[config.mk]
export PLATFORM = sky130hd
export DESIGN_NAME = simon_autoplayer_flat
export DESIGN_NICKNAME = d
export VERILOG_FILES = /design/src/rtl/simon_autoplayer_if.sv /design/src/rtl/simon_autoplayer.sv /design/src/flat_wrapper.sv
export SDC_FILE = /design/constraint.sdc
export NUM_CORES = 1
export LEC_CHECK = 0
export BUFFER_PORTS_ARGS = -buffer_cell sky130_fd_sc_hd__clkbuf_2
export CORE_AREA = 4 4 142 110
export CTS_CLUSTER_SIZE = 40
export DETAILED_ROUTE_END_ITERATION = 12
export DIE_AREA = 0 0 146 114
export GPL_ROUTABILITY_DRIVEN = 0
export PLACE_DENSITY = 0.69
export SETUP_SLACK_MARGIN = 0.05
export SLEW_MARGIN = 40
export SYNTH_ARGS = -nofsm -noshare
export SYNTH_HDL_FRONTEND = slang
export SYNTH_SLANG_ARGS = --single-unit
[constraint.sdc]
create_clock -name clock -period 7.4 [get_ports clock]
set_input_delay 0.74 -clock clock [delete_from_list [all_inputs] [get_ports clock]]
set_output_delay 0.74 -clock clock [all_outputs]
set_load 0.01 [all_outputs]
[src/rtl/simon_autoplayer_if.sv]
// Game-side connection between the b12 memory game and its automatic player.
// The player is the master: it drives start/k and watches nl/nloss.
interface simon_autoplayer_if;
  logic       start;
  logic [3:0] k;
  logic [3:0] nl;
  logic       nloss;

  modport master (output start, output k, input nl, input nloss);
  modport slave  (input start, input k, output nl, output nloss);
endinterface

[src/rtl/simon_autoplayer.sv]
// Closed-loop opponent for the b12 memory game: records each playback from LED
// onsets, then replays it as one-hot key presses held until the game echoes them.
module simon_autoplayer #(
  parameter int DEPTH       = 32,
  parameter int GAP_TIMEOUT = 80,
  parameter int KEY_TIMEOUT = 80
) (
  input  logic                clock,
  input  logic                rst_n,
  input  logic                enable,
  input  logic [5:0]          miss_round,
  simon_autoplayer_if.master  game,
  output logic [5:0]          round,
  output logic                won,
  output logic                lost,
  output logic                error
);

  localparam int AW = $clog2(DEPTH);

  typedef enum logic [2:0] {
    S_IDLE, S_START, S_WATCH, S_PRESS, S_RELEASE, S_HALT
  } state_t;

  state_t     r_state, w_state;
  logic [3:0] r_nlPrev;
  logic       r_nlossPrev;
  logic [3:0] r_k, w_k;
  logic [5:0] r_round, w_round;
  logic       r_won, w_won;
  logic       r_lost, w_lost;
  logic       r_error, w_error;
  logic [5:0] r_wptr, w_wptr;
  logic [5:0] r_rptr, w_rptr;
  logic [7:0] r_gap, w_gap;
  logic [7:0] r_keyTimer, w_keyTimer;
  logic [1:0] r_mem [DEPTH];

  logic       w_memWe;
  logic       w_onset;
  logic       w_nlossRise;
  logic       w_isOneHot;
  logic [1:0] w_colour;
  logic [5:0] w_keyIdx;
  logic [5:0] w_keyRound;
  logic       w_keyMiss;
  logic [1:0] w_keyColour;
  logic [3:0] w_keyOnehot;

  assign w_onset     = (game.nl != 4'd0) && (r_nlPrev == 4'd0);
  assign w_nlossRise = game.nloss && !r_nlossPrev;
  assign w_isOneHot  = (game.nl != 4'd0) && ((game.nl & (game.nl - 4'd1)) == 4'd0);

  always_comb begin
    w_colour = 2'd0;
    case (game.nl)
      4'b0010: w_colour = 2'd1;
      4'b0100: w_colour = 2'd2;
      4'b1000: w_colour = 2'd3;
      default: w_colour = 2'd0;
    endcase
  end

  // Key for the press being entered: the first press of a round follows a WATCH
  // exit (round not yet updated), later ones follow a RELEASE.
  assign w_keyIdx    = (r_state == S_WATCH) ? 6'd0 : 6'(r_rptr + 6'd1);
  assign w_keyRound  = (r_state == S_WATCH) ? r_wptr : r_round;
  assign w_keyMiss   = (w_keyIdx == 6'd0) && (w_keyRound == miss_round);
  assign w_keyColour = r_mem[w_keyIdx[AW-1:0]] + {1'b0, w_keyMiss};
  assign w_keyOnehot = 4'b0001 << w_keyColour;

  always_ff @(posedge clock or negedge rst_n) begin
    if (!rst_n) begin
      r_state     <= S_IDLE;
      r_nlPrev    <= 4'd0;
      r_nlossPrev <= 1'b0;
      r_k         <= 4'd0;
      r_round     <= 6'd0;
      r_won       <= 1'b0;
      r_lost      <= 1'b0;
      r_error     <= 1'b0;
      r_wptr      <= 6'd0;
      r_rptr      <= 6'd0;
      r_gap       <= 8'd0;
      r_keyTimer  <= 8'd0;
    end else begin
      r_state     <= w_state;
      r_nlPrev    <= game.nl;
      r_nlossPrev <= game.nloss;
      r_k         <= w_k;
      r_round     <= w_round;
      r_won       <= w_won;
      r_lost      <= w_lost;
      r_error     <= w_error;
      r_wptr      <= w_wptr;
      r_rptr      <= w_rptr;
      r_gap       <= w_gap;
      r_keyTimer  <= w_keyTimer;
    end
  end

  // Sequence memory is not reset; stale contents are never read before rewrite.
  always_ff @(posedge clock) begin
    if (w_memWe) begin
      r_mem[r_wptr[AW-1:0]] <= w_colour;
    end
  end

  always_comb begin
    w_state    = r_state;
    w_k        = r_k;
    w_round    = r_round;
    w_won      = r_won;
    w_lost     = r_lost;
    w_error    = r_error;
    w_wptr     = r_wptr;
    w_rptr     = r_rptr;
    w_gap      = r_gap;
    w_keyTimer = r_keyTimer;
    w_memWe    = 1'b0;

    case (r_state)
      S_IDLE: begin
        if (enable) begin
          w_state = S_START;
          w_won   = 1'b0;
          w_lost  = 1'b0;
          w_error = 1'b0;
          w_round = 6'd0;
        end
      end
      S_START: begin
        w_wptr  = 6'd0;
        w_rptr  = 6'd0;
        w_gap   = 8'd0;
        w_k     = 4'd0;
        w_state = S_WATCH;
      end
      S_WATCH, S_PRESS, S_RELEASE: begin
        // Loss, win and malformed LEDs override whatever the phase is doing.
        if (w_nlossRise) begin
          w_lost  = 1'b1;
          w_k     = 4'd0;
          w_state = S_HALT;
        end else if (game.nl == 4'hF) begin
          w_won   = 1'b1;
          w_k     = 4'd0;
          w_state = S_HALT;
        end else if (game.nl != 4'd0 && !w_isOneHot) begin
          w_error = 1'b1;
          w_k     = 4'd0;
          w_state = S_HALT;
        end else begin
          case (r_state)
            S_WATCH: begin
              if (w_onset) begin
                if (r_wptr == 6'(DEPTH)) begin
                  w_error = 1'b1;
                  w_state = S_HALT;
                end else begin
                  w_memWe = 1'b1;
                  w_wptr  = 6'(r_wptr + 6'd1);
                  w_gap   = 8'd0;
                end
              end else if (game.nl == 4'd0 && r_wptr != 6'd0) begin
                if (r_gap == 8'(GAP_TIMEOUT)) begin
                  w_round    = r_wptr;
                  w_rptr     = 6'd0;
                  w_gap      = 8'd0;
                  w_k        = w_keyOnehot;
                  w_keyTimer = 8'd0;
                  w_state    = S_PRESS;
                end else if (r_gap != 8'hFF) begin
                  w_gap = 8'(r_gap + 8'd1);
                end
              end
            end
            S_PRESS: begin
              if (w_onset) begin
                w_k = 4'd0;
                if (game.nl != r_k) begin
                  w_error = 1'b1;
                  w_state = S_HALT;
                end else begin
                  w_state = S_RELEASE;
                end
              end else if (r_keyTimer == 8'(KEY_TIMEOUT - 1)) begin
                w_error = 1'b1;
                w_k     = 4'd0;
                w_state = S_HALT;
              end else if (r_keyTimer != 8'hFF) begin
                w_keyTimer = 8'(r_keyTimer + 8'd1);
              end
            end
            default: begin
              if (game.nl == 4'd0) begin
                if (r_rptr == 6'(r_round - 6'd1)) begin
                  w_wptr  = 6'd0;
                  w_gap   = 8'd0;
                  w_state = S_WATCH;
                end else begin
                  w_rptr     = 6'(r_rptr + 6'd1);
                  w_k        = w_keyOnehot;
                  w_keyTimer = 8'd0;
                  w_state    = S_PRESS;
                end
              end
            end
          endcase
        end
      end
      default: begin
        w_k = 4'd0;
      end
    endcase

    if (!enable && r_state != S_IDLE) begin
      w_state = S_IDLE;
      w_k     = 4'd0;
    end
  end

  assign game.start = (r_state == S_START);
  assign game.k     = r_k;
  assign round      = r_round;
  assign won        = r_won;
  assign lost       = r_lost;
  assign error      = r_error;

endmodule

[src/flat_wrapper.sv]
// flat-port wrapper written by rule: the top's interface ports become plain ports
module simon_autoplayer_flat 
#(
  parameter int DEPTH       = 32,
  parameter int GAP_TIMEOUT = 80,
  parameter int KEY_TIMEOUT = 80
)
  (clock, rst_n, enable, miss_round, round, won, lost, error, game_start, game_k, game_nl, game_nloss);
  simon_autoplayer_if game_i ();
  input  logic clock;
  input  logic rst_n;
  input  logic enable;
  input  logic [5:0] miss_round;
  output logic [5:0] round;
  output logic won;
  output logic lost;
  output logic error;
  output wire logic [$bits(game_i.start)-1:0] game_start;
  output wire logic [$bits(game_i.k)-1:0] game_k;
  input wire logic [$bits(game_i.nl)-1:0] game_nl;
  input wire logic [$bits(game_i.nloss)-1:0] game_nloss;
  assign game_start = game_i.start;
  assign game_k = game_i.k;
  assign game_i.nl = game_nl;
  assign game_i.nloss = game_nloss;
  simon_autoplayer #(.DEPTH(DEPTH), .GAP_TIMEOUT(GAP_TIMEOUT), .KEY_TIMEOUT(KEY_TIMEOUT)) u_core (.clock(clock), .rst_n(rst_n), .enable(enable), .miss_round(miss_round), .game(game_i), .round(round), .won(won), .lost(lost), .error(error));
endmodule
==> flow_summary.ini <==
[finish]
final_area_um2 = 7060
synthToLayoutAreaGrowth_pct = 14.1
final_cell_mix = 77 x nor2_1, 64 x edfxtp_1, 49 x dfrtp_1, 48 x o21ai_0, 41 x nand2_1
drive_above_1_share_pct = 15.0
fillCellCount = 1244
n_antenna_cell = 0
fin_nets = 650
layout_commonest_cell = nor2_1

[cts]
clock_latency_ns = 0.42
ctsHoldBuffers = 0
cts_tree = done
htree_levels = 4
clk_pin_slew_ns = 0.06
root_buffer = clkbuf_16
ctsResizeCount = 0
clkSinkCount = 113
cts_setup_buffers = 0
numCtsBuffers = 17
clock_path_buffers = 2

[setup_path]
crit_path_max_fanout = 32
r2r_end = u_core.game.k[1]$_DFFE_PN0P_
endpoint = u_core.game.k[1]$_DFFE_PN0P_
crit_path_end_kind = register
worstSetupStartpoint = u_core.r_state[1]$_DFFE_PN0P_
cp-start-kind = register
critPathArrivalTime_ns = 4.05
rr_worst_depth = 11
critPathKind = register to register
required_ns = 7.70
r2r_start = u_core.r_state[1]$_DFFE_PN0P_
rrSetupSlack_ns = 3.65

[die]
core_area_um2 = 14200
num_io_pins = 28
initial_core_util_pct = 43.5
rows = 38
die_w_um = 146
die_h_um = 114
dieArea_um2 = 16600

[synthesis]
synthFlopType = edfxtp_1
synth_fp_nets = 630
synth-seq-area-share_pct = 50.9
synth_area_um2 = 6180
yosys.area.top_type_share_pct = 31.1
synth_area_leaders = edfxtp_1 31%, dfrtp_1 20%, nor2_1 4.7%, o21ai_0 3.9%, mux2i_1 3.1%
synth_top_area_cell = edfxtp_1
syn_inst = 606
ys_async_sr_fraction_pct = 43.4
yosys_warnings = 0
synth_edf_count = 64
synth_cell_types = 74
synth.avg_cell_area_um2 = 10.2
ys_ff_latch = 113

[place]
portBuffers = 27
hpwl_um = 11100
placed_area_um2 = 6450

[timing]
rsz0062_at_grt = false
setup_tns_ns = 0
fmax_mhz = 267
setup_viol = 0
slew_headroom_pct = 45.7
period_share_pct = 50.7
slew_violations = 0
clock_skew_ns = 0.00879
worstMarginPinSlew_ns = 0.810
min_period_ns = 3.75
finalHoldViolations = 0

[global_route]
use_met1_pct = 28.6
grt_use_total_pct = 20.0
grt_antenna_before_repair = 0
overflow = 0
top_usage_layer = met2
grt_pass1_vias = 4840
grt_pass1_wl_um = 26300
use_met3_pct = 6.08
grt_use_met2_pct = 29.6
grt_max_degree = 50

[pwr]
p_sw_mw = 0.617
pwr-share-comb_pct = 20.0
p_int_mw = 1.31
leakagePower_nw = 2.67
swShare_pct = 32.0
peakVddDrop_uv = 169
p_per_area_nw_per_um2 = 273
seqPwrFrac_pct = 37.4
clkPwrFrac_pct = 42.6

[run]
maxCapViolCount = 0

[outcome]
outcome = complete, no violations

[route]
drc_errors = 0
wl_per_cell_um = 19.9
via_count = 5041
dr.first_iter.drc_count = 551
first_pass_iters = 9
vias_per_cell = 6.16
wl_um = 16300
drtAntennaViolNets = 0

[hold_path]
hold_path_class = input port to register
==> power by group through the flow <==
stage / registers, mW / clock network [mW] / logic, mW
floorplan: 0.724 / 0 / 0.285
global placement: 0.729 / 0 / 0.363
detailed placement: 0.732 / 0 / 0.375
CTS: 0.720 / 0.833 / 0.378
global route: 0.725 / 0.861 / 0.424
finish: 0.721 / 0.822 / 0.385
==> how the worst min path moves through the flow <==
| stage | slack, ns | cells past startpoint | endpoint | from |
|---|---|---|---|---|
| final | 0.43 | 1 | u_core.r_nlossPrev$_DFF_PN0_ | game_nloss |
| after global placement | 0.48 | 2 | u_core.lost$_DFFE_PN0P_ | u_core.lost$_DFFE_PN0P_ |
| after global routing | 0.42 | 1 | u_core.r_nlossPrev$_DFF_PN0_ | game_nloss |
| after CTS | 0.42 | 1 | u_core.r_nlossPrev$_DFF_PN0_ | game_nloss |
| after floorplan | 0.44 | 0 | u_core.error$_DFFE_PN0P_ | rst_n |
| after detailed placement | 0.50 | 1 | u_core.error$_DFFE_PN0P_ | u_core.error$_DFFE_PN0P_ |
==> registers in the layout (all words and copies together) (netlist names) <==
register            flops
u_core.won              1
u_core.r_rptr           6
u_core.error            1
u_core.game.k           4
u_core.r_keyTimer       8
u_core.r_wptr           6
u_core.r_gap            8
u_core.round            6
u_core.r_mem           64
u_core.r_nlossPrev      1
u_core.lost             1
u_core.r_state          3
u_core.r_nlPrev         4
==> per-layer routing <==
metal  share of wire, %  vias to the layer above
li1                   -                     2279
met1                 45                     2498
met2                 44                      240
met3                9.5                       24
met4                1.6                        0
met5                  0                        -
==> cell usage after synthesis, types with 3 or more instances <==
cell type	instances
nor2_1	78
edfxtp_1	64
dfrtp_1	49
o21ai_0	48
nand2_1	41
nand3_1	33
clkbuf_1	24
inv_1	19
mux2i_1	19
nor3_1	16
xnor2_1	16
a21oi_1	15
nand2b_1	14
and3_1	13
nand4_1	11
ha_1	10
nor2b_1	8
xor2_1	8
o2111ai_1	7
a31oi_1	6
mux2_2	6
o22a_1	6
a221oi_1	4
nand3b_1	4
nor4_1	4
or4_1	4
a21o_1	3
a22o_1	3
a2bb2oi_1	3
a311oi_1	3
buf_6	3
nor3b_1	3
o21a_1	3
or3_1	3
==> cells by family (layout without fill, tap and decap cells) <==
kind of cell | Yosys count | in the layout | synth area share, %
AO/OA/AOI/OAI | 132 | 132 | 15.0
XOR/XNOR | 24 | 24 | 3.40
buffers and inverters | 50 | 83 | 3.54
multiplexers | 26 | 26 | 4.53
adder cells (fa/ha/maj) | 11 | 11 | 2.18
flip-flops | 113 | 113 | 50.9
AND/OR/NAND/NOR | 250 | 250 | 20.4
==> final cells by class <==
type,instances,area [um^2],share of cell area [%]
Sequential cell,113,3150,44.6
Clock buffer,17,425,6.03
Multi-Input combinational cell,443,2850,40.4
Inverter,19,71.3,1.01
Tap cell,180,225,3.19
Clock inverter,15,166,2.36
Timing Repair Buffer,32,173,2.45
==> stage by stage <==
stage	utilization (%)	power (mW)	setup WS (ns)	std cells	hold slack [ns]
6_report	49.6	1.93	3.65	819	0.434
5_1_grt	49.6	2.01	3.43	819	0.415
4_1_cts	49.5	1.93	3.74	819	0.422
3_5_place_dp	45.4	1.11	3.77	787	0.504
3_3_place_gp	45.4	1.09	3.86	787	0.482
2_1_floorplan	-	1.01	4.30	606	0.444
==> critical path, stage by stage (launching register included) <==
cell and delay [ns]:
dfrtp_1 0.58, or3b_2 0.81, nand2_1 0.40, a221oi_1 0.15
a311oi_1 0.40, nor2_1 0.09, o21ai_0 0.19, mux2_2 0.21
ha_1 0.23, and3b_1 0.20, and3_1 0.18, a22o_1 0.20
Power figures use the tool's default switching activity.
